--- config.mk ---
export PLATFORM = sky130hd
export DESIGN_NAME = fifo_s8_to_s16_flat
export DESIGN_NICKNAME = d
export VERILOG_FILES = /design/src/rtl/fifo_s8_to_s16_if.sv /design/src/rtl/fifo_s8_to_s16.sv /design/src/flat_wrapper.sv
export SDC_FILE = /design/constraint.sdc
export NUM_CORES = 1
export LEC_CHECK = 0
export ABC_AREA = 0
export CAP_MARGIN = 30
export CELL_PAD_IN_SITES_DETAIL_PLACEMENT = 1
export CELL_PAD_IN_SITES_GLOBAL_PLACEMENT = 1
export CORE_MARGIN = 2
export CORE_UTILIZATION = 29
export CTS_CLUSTER_DIAMETER = 60
export CTS_CLUSTER_SIZE = 10
export DETAILED_ROUTE_END_ITERATION = 6
export PLACE_DENSITY = 0.84
export SLEW_MARGIN = 40
export SYNTH_ARGS = -nofsm -noshare
export SYNTH_HDL_FRONTEND = slang
export SYNTH_SLANG_ARGS = --single-unit
--- constraint.sdc ---
create_clock -name CLK -period 2.94 [get_ports CLK]
set_input_delay 0.441 -clock CLK [delete_from_list [all_inputs] [get_ports CLK]]
set_output_delay 0.441 -clock CLK [all_outputs]
set_load 0.02 [all_outputs]
--- src/rtl/fifo_s8_to_s16_if.sv ---
// Byte-write / word-read FIFO bus plus the mixed-width RAM port bundle.
// master drives requests and RAM read data; slave is the FIFO controller.
interface fifo_s8_to_s16_if;
  logic        FLUSH;
  logic        WR_EN;
  logic [7:0]  DIN;
  logic        FULL;
  logic        AFULL;
  logic        RD_EN;
  logic [15:0] DOUT;
  logic        DOUT_VALID;
  logic        EMPTY;
  logic        AEMPTY;
  logic [9:0]  BYTE_COUNT;
  logic        OVERFLOW;
  logic        UNDERFLOW;
  logic        RAM_ENA;
  logic        RAM_WEA;
  logic [8:0]  RAM_ADDRA;
  logic [7:0]  RAM_DIA;
  logic        RAM_ENB;
  logic [7:0]  RAM_ADDRB;
  logic [15:0] RAM_DOB;

  modport master (
    output FLUSH, WR_EN, DIN, RD_EN, RAM_DOB,
    input  FULL, AFULL, DOUT, DOUT_VALID, EMPTY, AEMPTY,
    input  BYTE_COUNT, OVERFLOW, UNDERFLOW,
    input  RAM_ENA, RAM_WEA, RAM_ADDRA, RAM_DIA,
    input  RAM_ENB, RAM_ADDRB
  );

  modport slave (
    input  FLUSH, WR_EN, DIN, RD_EN, RAM_DOB,
    output FULL, AFULL, DOUT, DOUT_VALID, EMPTY, AEMPTY,
    output BYTE_COUNT, OVERFLOW, UNDERFLOW,
    output RAM_ENA, RAM_WEA, RAM_ADDRA, RAM_DIA,
    output RAM_ENB, RAM_ADDRB
  );
endinterface

--- src/rtl/fifo_s8_to_s16.sv ---
// FIFO controller packing an 8-bit write stream into 16-bit reads
// over a 512x8 / 256x16 mixed-width dual-port block RAM.
module fifo_s8_to_s16 #(
  parameter int unsigned AFULL_THRESH  = 448,
  parameter int unsigned AEMPTY_THRESH = 4
) (
  input logic             CLK,
  input logic             RST,
  fifo_s8_to_s16_if.slave bus
);

  localparam logic [9:0] AF_T = 10'(AFULL_THRESH);
  localparam logic [8:0] AE_T = 9'(AEMPTY_THRESH);

  logic [9:0] wp_q, wp_d;
  logic [8:0] rp_q, rp_d;
  logic [9:0] cnt_q, cnt_d;
  logic       full_q, full_d;
  logic       empty_q, empty_d;
  logic       afull_q, afull_d;
  logic       aempty_q, aempty_d;
  logic       ovf_q, ovf_d;
  logic       unf_q, unf_d;
  logic       dv_q, dv_d;
  logic       wa, ra;

  assign wa = bus.WR_EN & ~full_q & ~bus.FLUSH;
  assign ra = bus.RD_EN & ~empty_q & ~bus.FLUSH;

  always_comb begin
    wp_d = wp_q;
    rp_d = rp_q;
    if (bus.FLUSH) begin
      wp_d = '0;
      rp_d = '0;
    end else begin
      if (wa) wp_d = wp_q + 10'd1;
      if (ra) rp_d = rp_q + 9'd1;
    end
    // Wrap bits make the modulo-1024 difference exact for 0..512.
    cnt_d    = wp_d - {rp_d, 1'b0};
    full_d   = cnt_d[9];
    empty_d  = (cnt_d < 10'd2);
    afull_d  = (cnt_d >= AF_T);
    aempty_d = (cnt_d[9:1] <= AE_T);
    ovf_d    = ~bus.FLUSH & (ovf_q | (bus.WR_EN & full_q));
    unf_d    = ~bus.FLUSH & (unf_q | (bus.RD_EN & empty_q));
    dv_d     = ra;
  end

  always_ff @(posedge CLK or posedge RST) begin
    if (RST) begin
      wp_q     <= '0;
      rp_q     <= '0;
      cnt_q    <= '0;
      full_q   <= 1'b0;
      empty_q  <= 1'b1;
      afull_q  <= 1'b0;
      aempty_q <= 1'b1;
      ovf_q    <= 1'b0;
      unf_q    <= 1'b0;
      dv_q     <= 1'b0;
    end else begin
      wp_q     <= wp_d;
      rp_q     <= rp_d;
      cnt_q    <= cnt_d;
      full_q   <= full_d;
      empty_q  <= empty_d;
      afull_q  <= afull_d;
      aempty_q <= aempty_d;
      ovf_q    <= ovf_d;
      unf_q    <= unf_d;
      dv_q     <= dv_d;
    end
  end

  assign bus.FULL       = full_q;
  assign bus.EMPTY      = empty_q;
  assign bus.AFULL      = afull_q;
  assign bus.AEMPTY     = aempty_q;
  assign bus.BYTE_COUNT = cnt_q;
  assign bus.OVERFLOW   = ovf_q;
  assign bus.UNDERFLOW  = unf_q;
  assign bus.DOUT_VALID = dv_q;
  assign bus.DOUT       = dv_q ? bus.RAM_DOB : 16'h0000;

  assign bus.RAM_ENA   = wa & ~RST;
  assign bus.RAM_WEA   = wa & ~RST;
  assign bus.RAM_ADDRA = wp_q[8:0];
  assign bus.RAM_DIA   = bus.DIN;
  assign bus.RAM_ENB   = ra & ~RST;
  assign bus.RAM_ADDRB = rp_q[7:0];

endmodule
--- src/flat_wrapper.sv ---
// flat-port wrapper written by rule: the top's interface ports become plain ports
module fifo_s8_to_s16_flat 
#(
  parameter int unsigned AFULL_THRESH  = 448,
  parameter int unsigned AEMPTY_THRESH = 4
)
  (CLK, RST, bus_FLUSH, bus_WR_EN, bus_DIN, bus_RD_EN, bus_RAM_DOB, bus_FULL, bus_AFULL, bus_DOUT, bus_DOUT_VALID, bus_EMPTY, bus_AEMPTY, bus_BYTE_COUNT, bus_OVERFLOW, bus_UNDERFLOW, bus_RAM_ENA, bus_RAM_WEA, bus_RAM_ADDRA, bus_RAM_DIA, bus_RAM_ENB, bus_RAM_ADDRB);
  fifo_s8_to_s16_if bus_i ();
  input logic CLK;
  input logic RST;
  input wire logic [$bits(bus_i.FLUSH)-1:0] bus_FLUSH;
  input wire logic [$bits(bus_i.WR_EN)-1:0] bus_WR_EN;
  input wire logic [$bits(bus_i.DIN)-1:0] bus_DIN;
  input wire logic [$bits(bus_i.RD_EN)-1:0] bus_RD_EN;
  input wire logic [$bits(bus_i.RAM_DOB)-1:0] bus_RAM_DOB;
  output wire logic [$bits(bus_i.FULL)-1:0] bus_FULL;
  output wire logic [$bits(bus_i.AFULL)-1:0] bus_AFULL;
  output wire logic [$bits(bus_i.DOUT)-1:0] bus_DOUT;
  output wire logic [$bits(bus_i.DOUT_VALID)-1:0] bus_DOUT_VALID;
  output wire logic [$bits(bus_i.EMPTY)-1:0] bus_EMPTY;
  output wire logic [$bits(bus_i.AEMPTY)-1:0] bus_AEMPTY;
  output wire logic [$bits(bus_i.BYTE_COUNT)-1:0] bus_BYTE_COUNT;
  output wire logic [$bits(bus_i.OVERFLOW)-1:0] bus_OVERFLOW;
  output wire logic [$bits(bus_i.UNDERFLOW)-1:0] bus_UNDERFLOW;
  output wire logic [$bits(bus_i.RAM_ENA)-1:0] bus_RAM_ENA;
  output wire logic [$bits(bus_i.RAM_WEA)-1:0] bus_RAM_WEA;
  output wire logic [$bits(bus_i.RAM_ADDRA)-1:0] bus_RAM_ADDRA;
  output wire logic [$bits(bus_i.RAM_DIA)-1:0] bus_RAM_DIA;
  output wire logic [$bits(bus_i.RAM_ENB)-1:0] bus_RAM_ENB;
  output wire logic [$bits(bus_i.RAM_ADDRB)-1:0] bus_RAM_ADDRB;
  assign bus_i.FLUSH = bus_FLUSH;
  assign bus_i.WR_EN = bus_WR_EN;
  assign bus_i.DIN = bus_DIN;
  assign bus_i.RD_EN = bus_RD_EN;
  assign bus_i.RAM_DOB = bus_RAM_DOB;
  assign bus_FULL = bus_i.FULL;
  assign bus_AFULL = bus_i.AFULL;
  assign bus_DOUT = bus_i.DOUT;
  assign bus_DOUT_VALID = bus_i.DOUT_VALID;
  assign bus_EMPTY = bus_i.EMPTY;
  assign bus_AEMPTY = bus_i.AEMPTY;
  assign bus_BYTE_COUNT = bus_i.BYTE_COUNT;
  assign bus_OVERFLOW = bus_i.OVERFLOW;
  assign bus_UNDERFLOW = bus_i.UNDERFLOW;
  assign bus_RAM_ENA = bus_i.RAM_ENA;
  assign bus_RAM_WEA = bus_i.RAM_WEA;
  assign bus_RAM_ADDRA = bus_i.RAM_ADDRA;
  assign bus_RAM_DIA = bus_i.RAM_DIA;
  assign bus_RAM_ENB = bus_i.RAM_ENB;
  assign bus_RAM_ADDRB = bus_i.RAM_ADDRB;
  fifo_s8_to_s16 #(.AFULL_THRESH(AFULL_THRESH), .AEMPTY_THRESH(AEMPTY_THRESH)) u_core (.CLK(CLK), .RST(RST), .bus(bus_i));
endmodule
==> results.cfg <==
[drt]
firstDrtPassIters = 4
wl_per_cell_um = 17.98
drt_iter0_drc = 82
wl_mm = 7.859
avgViaCountPerCell = 4.723
drc_errors = 0
ant_nets = 0
vias = 2064

[cts]
h-tree-depth = 2
clock_path_buffers = 2
ctsRootBufferMaster = clkbuf_8
clk_latency_ps = 290
cts_sinks = 34
ctsHoldBuffers = 0
cts_tree = built
clkSlewWorstSetupHoldPaths_ps = 70
cts_buffers = 5

[worst_setup_path]
crit_type = flop to flop
slowest_delay_ps = 530
cp-startpoint = u_core.rp_q[1]
cp.required_ps = 3150
path_common_cell = ha_4
rrSetupSlack_ps = -200
cp_slowest_cell = or4b_4
r2r_end = u_core.bus.AEMPTY
r2r_cells = 13
crit_path_start_kind = flop
crit_arrival_ps = 3350
cp_max_fo = 3
r2r_start = u_core.rp_q[1]
crit_chain = ha_4, nand3_4, nor3_4, buf_4, nand3_1, xor2_1, or2_4, ha_4, nor3_1, a311oi_4, o211ai_2, or4b_4, a211oi_2
cp-end-kind = flop
crit_path_end = u_core.bus.AEMPTY

[sta]
fin_skew_ps = 8.318
fin_tns_setup_ps = -484.5
period_share = 1.066
worst_slew_pin_slew_ps = 470.7
setup_violations = 3
fin_crit_ps = 3135
timing.fmax_mhz = 319.0
max_slew_margin = 0.6862
slew_viol_final = 0
rsz0062_at_grt = true
timing.final.hold_violations = 0
fin_ws_ps = -195.3

[power]
p_per_area_mw_per_mm2 = 460.0
power_leakage_nw = 1.688
peakVddDrop_mv = 0.4525

[yosys]
ys.flop_type = dfrtp_1
syn-num-nets = 270
ys_ff_latch = 34
syn-instance-count = 231
synth_edf_count = 0
yosys.cell_types.count = 47
mappedNetlistArea_mm2 = 0.002227
avgSynthCellArea_um2 = 9.641
async_reset_ff_frac = 1.000
yosysWarningCount = 0
seq_area_frac_synth = 0.3831

[floorplanning]
ios = 90
die_h_um = 91.64
core_area_mm2 = 0.007331
placementRows = 31
dieArea_mm2 = 0.008397
initial_core_util = 0.3038
die_w_um = 91.64

[global_route]
grt_pass1_wl_mm = 12.00
grt_max_degree = 35
grt_antenna_before_repair = 0
grt_overflow = 0
grt_usage = 0.1814
grt_pass1_vias = 2369

[layout]
syn_to_final_growth_pct = 68.48
layout_commonest_cell = clkdlybuf4s50_1
fin_nets = 376
num_antenna_cells = 0
final_cell_mix = 70 x clkdlybuf4s50_1, 55 x buf_4, 29 x dfrtp_1
final_util = 0.5119
drive_gt1_frac = 0.3876

[placed_design]
io_buffers = 73
hpwl_mm = 5.730
globalplace.congestion = 0.7943

[status]
violations = setup timing
outcome = complete, but fails checks

[hold_path]
hp-class = flop to flop

[run]
drv_cap = 0
[worst max-delay path, delay by kind of cell, from the launching register on]
kind | cells | cell delay [ps]
fa+ha+maj | 2 | 440
xor+xnor | 1 | 180
flops | 1 | 390
compound gates | 3 | 660
simple gates | 6 | 1240
buf+inv | 1 | 140
[metrics by stage]
| step | hold WS, ps | setup slack (ps) | total power, W | area [um2] | instances |
|---|---|---|---|---|---|
| final | 505.4 | -195.3 | 0.001726 | 3752 | 437 |
| after global routing | 563.0 | -331.3 | 0.001810 | 3752 | 437 |
| after CTS | 508.6 | -256.1 | 0.001687 | 3596 | 430 |
| after detailed placement | 490.8 | -748.0 | 0.001232 | 3430 | 419 |
| after global placement | 494.9 | -632.5 | 0.001214 | 3430 | 419 |
| after floorplan | 524.6 | 0.4197 | 0.0009463 | 2482 | 231 |
[worst min-delay path by stage]
stage                               from              endpoint  slack, ps  cells after the start
floorplan                 u_core.wp_q[9]        u_core.wp_q[9]        520                      2
global placement    u_core.bus.UNDERFLOW  u_core.bus.UNDERFLOW        490                      2
detailed placement   u_core.bus.OVERFLOW   u_core.bus.OVERFLOW        490                      2
CTS                  u_core.bus.OVERFLOW   u_core.bus.OVERFLOW        510                      2
global route         u_core.bus.OVERFLOW   u_core.bus.OVERFLOW        560                      2
finish               u_core.bus.OVERFLOW   u_core.bus.OVERFLOW        510                      2
[logic make-up (layout without fill, tap and decap cells)]
logic type                 after synthesis  after routing  share of synthesized area
buffers and inverters                   48            155                     0.1281
AOI/OAI and AO/OA                       30             30                     0.1039
adders and majority gates               10             10                    0.05955
DFF                                     34             34                     0.3831
and+or+nand+nor                         87             87                     0.2376
muxes                                    2              2                   0.008989
xor gates and xnor gates                20             20                    0.07865
[flip-flops by register name (all words and copies together) (netlist names)]
| name | count |
|---|---|
| u_core.bus.DOUT_VALID | 1 |
| u_core.bus.UNDERFLOW | 1 |
| u_core.wp_q | 10 |
| u_core.bus.EMPTY | 1 |
| u_core.bus.OVERFLOW | 1 |
| u_core.bus.BYTE_COUNT | 9 |
| u_core.bus.AEMPTY | 1 |
| u_core.rp_q | 9 |
| u_core.bus.AFULL | 1 |
[synth_stat cells (2+ instances only)]
library cell / number / area share
or2_2: 8 / 0.022
nor4_1: 3 / 0.0084
xnor2_1: 9 / 0.035
xor2_1: 11 / 0.043
o21ai_0: 5 / 0.011
dfstp_2: 2 / 0.024
clkbuf_1: 3 / 0.0051
nand4_1: 6 / 0.017
nor2b_1: 4 / 0.011
buf_4: 28 / 0.094
nand3_1: 4 / 0.0090
nand2b_1: 3 / 0.0084
mux2i_1: 2 / 0.0090
a21oi_1: 8 / 0.018
and2_1: 17 / 0.048
nand2_1: 5 / 0.0084
nor3_1: 5 / 0.011
inv_1: 16 / 0.027
o21a_1: 2 / 0.0067
nor2_1: 22 / 0.037
or3_1: 3 / 0.0084
dfrtp_1: 32 / 0.36
ha_1: 9 / 0.051
[layer usage]
metal / global-route usage / vias to the layer above / share of wire
li1: - / 958 / -
met3: 0.05588 / 11 / 0.072
met4: 0.04672 / 0 / 0.016
met2: 0.3315 / 81 / 0.53
met5: 0 / - / 0
met1: 0.2035 / 1014 / 0.39
[area by class of cell]
class / count / area, um2
fill: 786 / 3578
multi-input combinational: 149 / 1431
timing repair buffer: 131 / 1171
sequential: 34 / 857.1
tap: 99 / 123.9
clock buffer: 5 / 68.82
inverter: 16 / 60.06
clock inverter: 3 / 40.04
[report_power, final]
part	total, W	leakage [nW]	internal (W)	switching, W
clock network	0.000435	0.0579	0.000250	0.000186
registers	0.000562	0.444	0.000529	0.0000332
logic	0.000729	1.19	0.000381	0.000348
total	0.00173	1.69	0.00116	0.000567
[what timing repair did]
action	in CTS	in global routing
gates cloned	0	0
endpoints found under the setup margin	4	4
buffers inserted	3	7
resized for setup	13	21
pin swaps	23	25
No activity file was read; power rests on OpenSTA's default activity.
